<file path="config.mk">
export PLATFORM = sky130hd
export DESIGN_NAME = instr_fetch_queue
export DESIGN_NICKNAME = d
export VERILOG_FILES = /design/src/rtl/fetch_pkg.sv /design/src/rtl/fetch_fifo.sv /design/src/rtl/instr_fetch_queue.sv
export SDC_FILE = /design/constraint.sdc
export NUM_CORES = 1
export LEC_CHECK = 0
export BUFFER_PORTS_ARGS = -buffer_cell sky130_fd_sc_hd__buf_2
export CORE_ASPECT_RATIO = 1.75
export CORE_MARGIN = 3
export CORE_UTILIZATION = 47
export DETAILED_ROUTE_END_ITERATION = 8
export PLACE_DENSITY = 0.64
export SYNTH_ARGS = -nofsm -noshare
export SYNTH_HDL_FRONTEND = slang
export SYNTH_HIERARCHICAL = 1
export SYNTH_SLANG_ARGS = --single-unit
</file>
<file path="constraint.sdc">
create_clock -name clk -period 3.66 [get_ports clk]
set_input_delay 0.549 -clock clk [delete_from_list [all_inputs] [get_ports clk]]
set_output_delay 0.549 -clock clk [all_outputs]
set_load 0.05 [all_outputs]
</file>
<file path="src/rtl/fetch_pkg.sv">
// Shared definitions for the instruction fetch queue: FSM encoding,
// default sizing and the decode bubble instruction.
package fetch_pkg;

  localparam int unsigned XLEN_DEF  = 32;
  localparam int unsigned DEPTH_DEF = 4;

  // addi x0, x0, 0: what decode inserts when no fetch entry is available
  localparam logic [31:0] NOP = 32'h0000_0013;

  typedef enum logic [1:0] {
    IDLE = 2'd0,
    WAIT = 2'd1,
    DROP = 2'd2
  } fetch_state_e;

endpackage

</file>
<file path="src/rtl/fetch_fifo.sv">
// Circular buffer of fetched {pc, pc+4, instr} tuples; the head entry is read
// straight out of the storage flops.
module fetch_fifo #(
  parameter int unsigned DEPTH = 4,
  parameter int unsigned WIDTH = 96
) (
  input  logic                     clk,
  input  logic                     rst_n,
  input  logic                     push_i,
  input  logic [WIDTH-1:0]         push_data_i,
  input  logic                     pop_i,
  input  logic                     clear_i,
  output logic [$clog2(DEPTH):0]   count_o,
  output logic [WIDTH-1:0]         head_data_o
);

  localparam int unsigned PTR_W = $clog2(DEPTH);
  localparam int unsigned CNT_W = PTR_W + 1;

  logic [WIDTH-1:0] mem_q [DEPTH];
  logic [PTR_W-1:0] head_q, head_d;
  logic [PTR_W-1:0] tail_q, tail_d;
  logic [CNT_W-1:0] count_q, count_d;

  // Clear wins over any push or pop in the same cycle
  always_comb begin
    head_d  = head_q;
    tail_d  = tail_q;
    count_d = count_q;
    if (clear_i) begin
      head_d  = '0;
      tail_d  = '0;
      count_d = '0;
    end else begin
      if (push_i) tail_d = tail_q + PTR_W'(1);
      if (pop_i)  head_d = head_q + PTR_W'(1);
      count_d = count_q + CNT_W'(push_i) - CNT_W'(pop_i);
    end
  end

  always_ff @(posedge clk or negedge rst_n) begin
    if (!rst_n) begin
      head_q  <= '0;
      tail_q  <= '0;
      count_q <= '0;
      for (int i = 0; i < int'(DEPTH); i++) mem_q[i] <= '0;
    end else begin
      head_q  <= head_d;
      tail_q  <= tail_d;
      count_q <= count_d;
      if (push_i && !clear_i) mem_q[tail_q] <= push_data_i;
    end
  end

  assign count_o     = count_q;
  assign head_data_o = mem_q[head_q];

endmodule

</file>
<file path="src/rtl/instr_fetch_queue.sv">
// Fetch stage: issues one outstanding request at a time to instruction memory
// and queues the responses for decode; flush discards queued and in-flight work.
module instr_fetch_queue
  import fetch_pkg::*;
#(
  parameter int unsigned DEPTH = DEPTH_DEF,
  parameter int unsigned XLEN  = XLEN_DEF
) (
  input  logic            clk,
  input  logic            reset,
  input  logic [XLEN-1:0] pc_in,
  input  logic            pc_valid,
  output logic            pc_ready,
  input  logic            flush,
  output logic            imem_req,
  output logic [XLEN-1:0] imem_addr,
  input  logic            imem_rvalid,
  input  logic [XLEN-1:0] imem_rdata,
  output logic            if_valid,
  input  logic            if_ready,
  output logic [XLEN-1:0] if_pc,
  output logic [XLEN-1:0] if_pc_4,
  output logic [XLEN-1:0] if_instr
);

  localparam int unsigned CNT_W = $clog2(DEPTH) + 1;
  localparam int unsigned ENT_W = 3 * XLEN;

  fetch_state_e    state_q, state_d;
  logic [XLEN-1:0] pend_pc_q, pend_pc_d;
  logic [CNT_W-1:0] count;
  logic [CNT_W-1:0] count_next;
  logic [ENT_W-1:0] head_data;
  logic            push;
  logic            pop;
  logic            issue;

  assign push       = (state_q == WAIT) && imem_rvalid && !flush;
  assign pop        = if_valid && if_ready && !flush;
  assign count_next = count + CNT_W'(push) - CNT_W'(pop);

  // A new issue must leave room for its own response after this cycle's push/pop
  assign pc_ready = reset && !flush
                  && ((state_q == IDLE) || ((state_q == WAIT) && imem_rvalid))
                  && (count_next < CNT_W'(DEPTH));
  assign issue     = pc_valid && pc_ready;
  assign imem_req  = issue;
  assign imem_addr = pc_in;

  always_comb begin
    state_d   = state_q;
    pend_pc_d = pend_pc_q;
    if (issue) pend_pc_d = pc_in;
    if (flush) begin
      if (state_q == WAIT) state_d = imem_rvalid ? IDLE : DROP;
    end else begin
      unique case (state_q)
        IDLE:    if (issue) state_d = WAIT;
        WAIT:    if (imem_rvalid) state_d = issue ? WAIT : IDLE;
        DROP:    if (imem_rvalid) state_d = IDLE;
        default: state_d = IDLE;
      endcase
    end
  end

  always_ff @(posedge clk or negedge reset) begin
    if (!reset) begin
      state_q   <= IDLE;
      pend_pc_q <= '0;
    end else begin
      state_q   <= state_d;
      pend_pc_q <= pend_pc_d;
    end
  end

  fetch_fifo #(
    .DEPTH (DEPTH),
    .WIDTH (ENT_W)
  ) u_fifo (
    .clk         (clk),
    .rst_n       (reset),
    .push_i      (push),
    .push_data_i ({pend_pc_q, pend_pc_q + XLEN'(4), imem_rdata}),
    .pop_i       (pop),
    .clear_i     (flush),
    .count_o     (count),
    .head_data_o (head_data)
  );

  assign if_valid = (count != '0);
  assign if_pc    = head_data[3*XLEN-1 -: XLEN];
  assign if_pc_4  = head_data[2*XLEN-1 -: XLEN];
  assign if_instr = head_data[XLEN-1 -: XLEN];

endmodule

</file>
==> impl_metrics.yaml <==
global_routing:
  grt-ovfl-total: 0
  grtUsageMet3_pct: 3.09
  grt.busiest_layer: "met2"
  grt_pass1_wl_um: 68900
  antenna_found_initial: 1
  grt_max_degree: 140
  globalRouteTotalUtil_pct: 19.5
  grtUsageMet2_pct: 34.2
  met1_usage_pct: 25.0
  grt_pass1_vias: 11800
timing:
  max_freq_mhz: 290
  skew_ns: 0.0147
  fin_hold_ws_ns: 0.263
  maxSlewHeadroom_pct: 38.0
  setup_violations: 0
  setup_tns_ns: 0
  period_minus_slack_ns: 3.45
  rsz0062_at_grt: "false"
  hold_viol_final: 0
  drv_slew: 0
  worst_pin_slew_ns: 0.929
  post-route-period-util_pct: 94.3
drt:
  finalWirelength_um: 43000
  viasPerCell: 5.47
  avgRoutedWirePerCell_um: 22.3
  drc: 0
  drtIter0Drc: 445
  first_pass_iters: 4
  num_vias: 10500
  drtAntennaViolNets: 0
synthesis:
  ys_seq_area_share_pct: 53.7
  synth-async-reset-ratio_pct: 100
  syn_avg_cell_area_sq_um: 16.8
  syn_area_sq_mm: 0.0198
  synth_edf_count: 0
  syn-instance-count: 1176
  synth_seq_cells: 425
  synthDistinctLibCells: 38
  synth.net_count: 1256
  synth_flop_cell: "dfrtp_1"
  ys_warn_count: 6
worst_setup_path:
  path_cells: "or3_1 > and3b_1 > ha_1 > inv_1 > ha_1 > nand3b_1 > and3_2 > o2111ai_4 > inv_1 > clkbuf_4"
  timing.critical_path.from_type: "flop"
  required_ns: 3.11
  cp.arrival_ns: 2.90
  reg2reg_depth: 10
  critPathSlowestCell: "dfrtp_1"
  cpLargestDelayFamily: "simple AND/OR/NAND/NOR gates"
  critPathMaxStageDelay_ns: 0.44
  r2r_start: "u_fifo/count_o[1]"
  rrSetupSlack_ns: 0.79
  path_buf_inv: 3
  reg2reg_to: "pend_pc_q[26]"
  worstSetupEndpointType: "primary output"
  crit_fanout: 5
  path_class: "reg2out"
die:
  initial_core_util_pct: 48.1
  row_count: 98
  core-area_sq_mm: 0.0412
  die_w_um: 161
  die_h_um: 277
  dieArea_sq_mm: 0.0447
  pin_count: 201
clocking:
  post_cts_buffers: 0
  clockBufferDepth: 3
  clkTransAtPathRegs_ns: 0.06
  cts.sinks: 425
  cts-htree-levels: 2
  clk_latency_ns: 0.55
  cts_tree: "yes"
  cts_buffers: 41
  root_buffer: "clkbuf_16"
hold_path:
  min_delay_path_depth: 2
  min_from: "pc_in[23]"
  hold_class: "in2reg"
  hold_path_end: "pend_pc_q[23]"
power_and_ir_drop:
  p_sw_share_pct: 36.4
  peakVddDrop_uv: 594
  powerDensity_mw_per_mm2: 676
  p_seq_share_pct: 40.4
  p_leak_nw: 11.5
  power.internal_w: 0.00966
  p_comb_share_pct: 32.3
  clkPwrFrac_pct: 27.4
  power_w: 0.0152
  p_switching_w: 0.00553
cells_and_area:
  finalNetCount: 1429
  fin_cells: 1926
  syn2layout_area_growth_pct: 13.4
  drive_gt1_share_pct: 59.1
  final_util_pct: 54.5
  mostFrequentLayoutCells: "dfrtp_1, mux2_2, buf_2"
  mostFrequentLayoutCell: "dfrtp_1"
placement:
  hpwl_um: 27600
  port_buffers: 200
  gp_congestion: 0.761
  place_inst: 1855
outcome:
  status: "complete, no violations"
job:
  maxCapViolCount: 0
[worst reg2reg max path, delay by kind of cell (launching register included)]
family,cells,cell delay (ns)
compound gates,1,0.22
fa+ha+maj,2,0.32
buf+inv,2,0.37
flops,1,0.44
mux,1,0.40
simple gates,4,1.01
[state kept, by name (all words and copies together), names as in the netlist]
register        flops
u_fifo/mem_q      384
pend_pc_q          32
u_fifo/count_o      3
state_q             2
u_fifo/head_q       2
u_fifo/tail_q       2
[cells by family after synthesis]
kind of cell | after synthesis | synth area share, %
simple gates | 74 | 2.38
flops | 425 | 53.7
mux | 513 | 37.4
xor+xnor | 32 | 1.49
buf+inv | 115 | 3.99
compound gates | 7 | 0.310
fa+ha+maj | 10 | 0.670
[worst max-delay path by stage]
stage                       from        to  slack (ns)  depth (start not counted)
2_1_floorplan  u_fifo/count_o[1]  pc_ready        0.32                          9
3_3_place_gp               flush  imem_req        0.67                         10
3_5_place_dp               flush  imem_req        0.61                         10
4_1_cts        u_fifo/count_o[1]  imem_req        0.16                         10
5_1_grt        u_fifo/count_o[1]  imem_req       0.001                         10
6_report       u_fifo/count_o[1]  imem_req        0.21                         10
[power by group through the flow]
| stage | Clock (W) | Combinational, W | Sequential [W] |
|---|---|---|---|
| after detailed placement | 0 | 0.00498 | 0.00622 |
| after CTS | 0.00429 | 0.00499 | 0.00614 |
| after global routing | 0.00446 | 0.00520 | 0.00626 |
| after global placement | 0 | 0.00492 | 0.00619 |
| after floorplan | 0 | 0.00395 | 0.00590 |
| final | 0.00416 | 0.00490 | 0.00613 |
[synth_stat cells (2+ instances only)]
cell type / instances / share of area, %
dfrtp_1: 425 / 54
mux2_2: 268 / 15
mux2_4: 148 / 11
mux4_2: 96 / 11
buf_2: 34 / 0.86
buf_4: 34 / 1.3
buf_6: 25 / 1.4
xnor2_1: 24 / 1.1
inv_1: 14 / 0.27
nand3_1: 14 / 0.35
nand2_1: 12 / 0.23
nor2_1: 12 / 0.23
ha_1: 9 / 0.57
clkbuf_1: 8 / 0.15
nand4_1: 8 / 0.25
xor2_1: 7 / 0.31
and3_1: 5 / 0.16
nand3b_4: 4 / 0.40
a21oi_1: 3 / 0.076
nor3_1: 3 / 0.076
and4_1: 2 / 0.089
nand3b_1: 2 / 0.076
nand4b_1: 2 / 0.089
nor2b_1: 2 / 0.063
o21ai_0: 2 / 0.051
[layer usage]
layer	vias to the layer above	wire length (um)	share of wire, %
met1	5652	17700	41
met5	-	0	0
met4	0	1150	2.7
met3	59	1730	4.0
met2	196	22400	52
li1	4629	-	-
[metrics by stage]
step / area [sq um] / setup slack [ns]
after floorplan: 19800 / 0.320
after global placement: 21100 / 0.674
after detailed placement: 21100 / 0.608
after CTS: 22500 / 0.156
after global routing: 22500 / 0.00113
final: 22500 / 0.209
[cell type report]
class	instances	area [sq um]
sequential	425	10600
clock inverter	5	53.8
inverter	14	52.6
timing repair buffer	231	1400
antenna	1	2.50
clock buffer	64	1240
fill	3411	18700
tap	550	688
multi-input combinational	636	8380
[repair_timing]
action                                  in CTS  in global routing
endpoints found under the setup margin       0                  1
gates resized for setup                      0                  2
hold endpoints to repair                    25                  0
hold buffers                                 1                  0
Note: power is estimated with default switching activity, not from simulation.
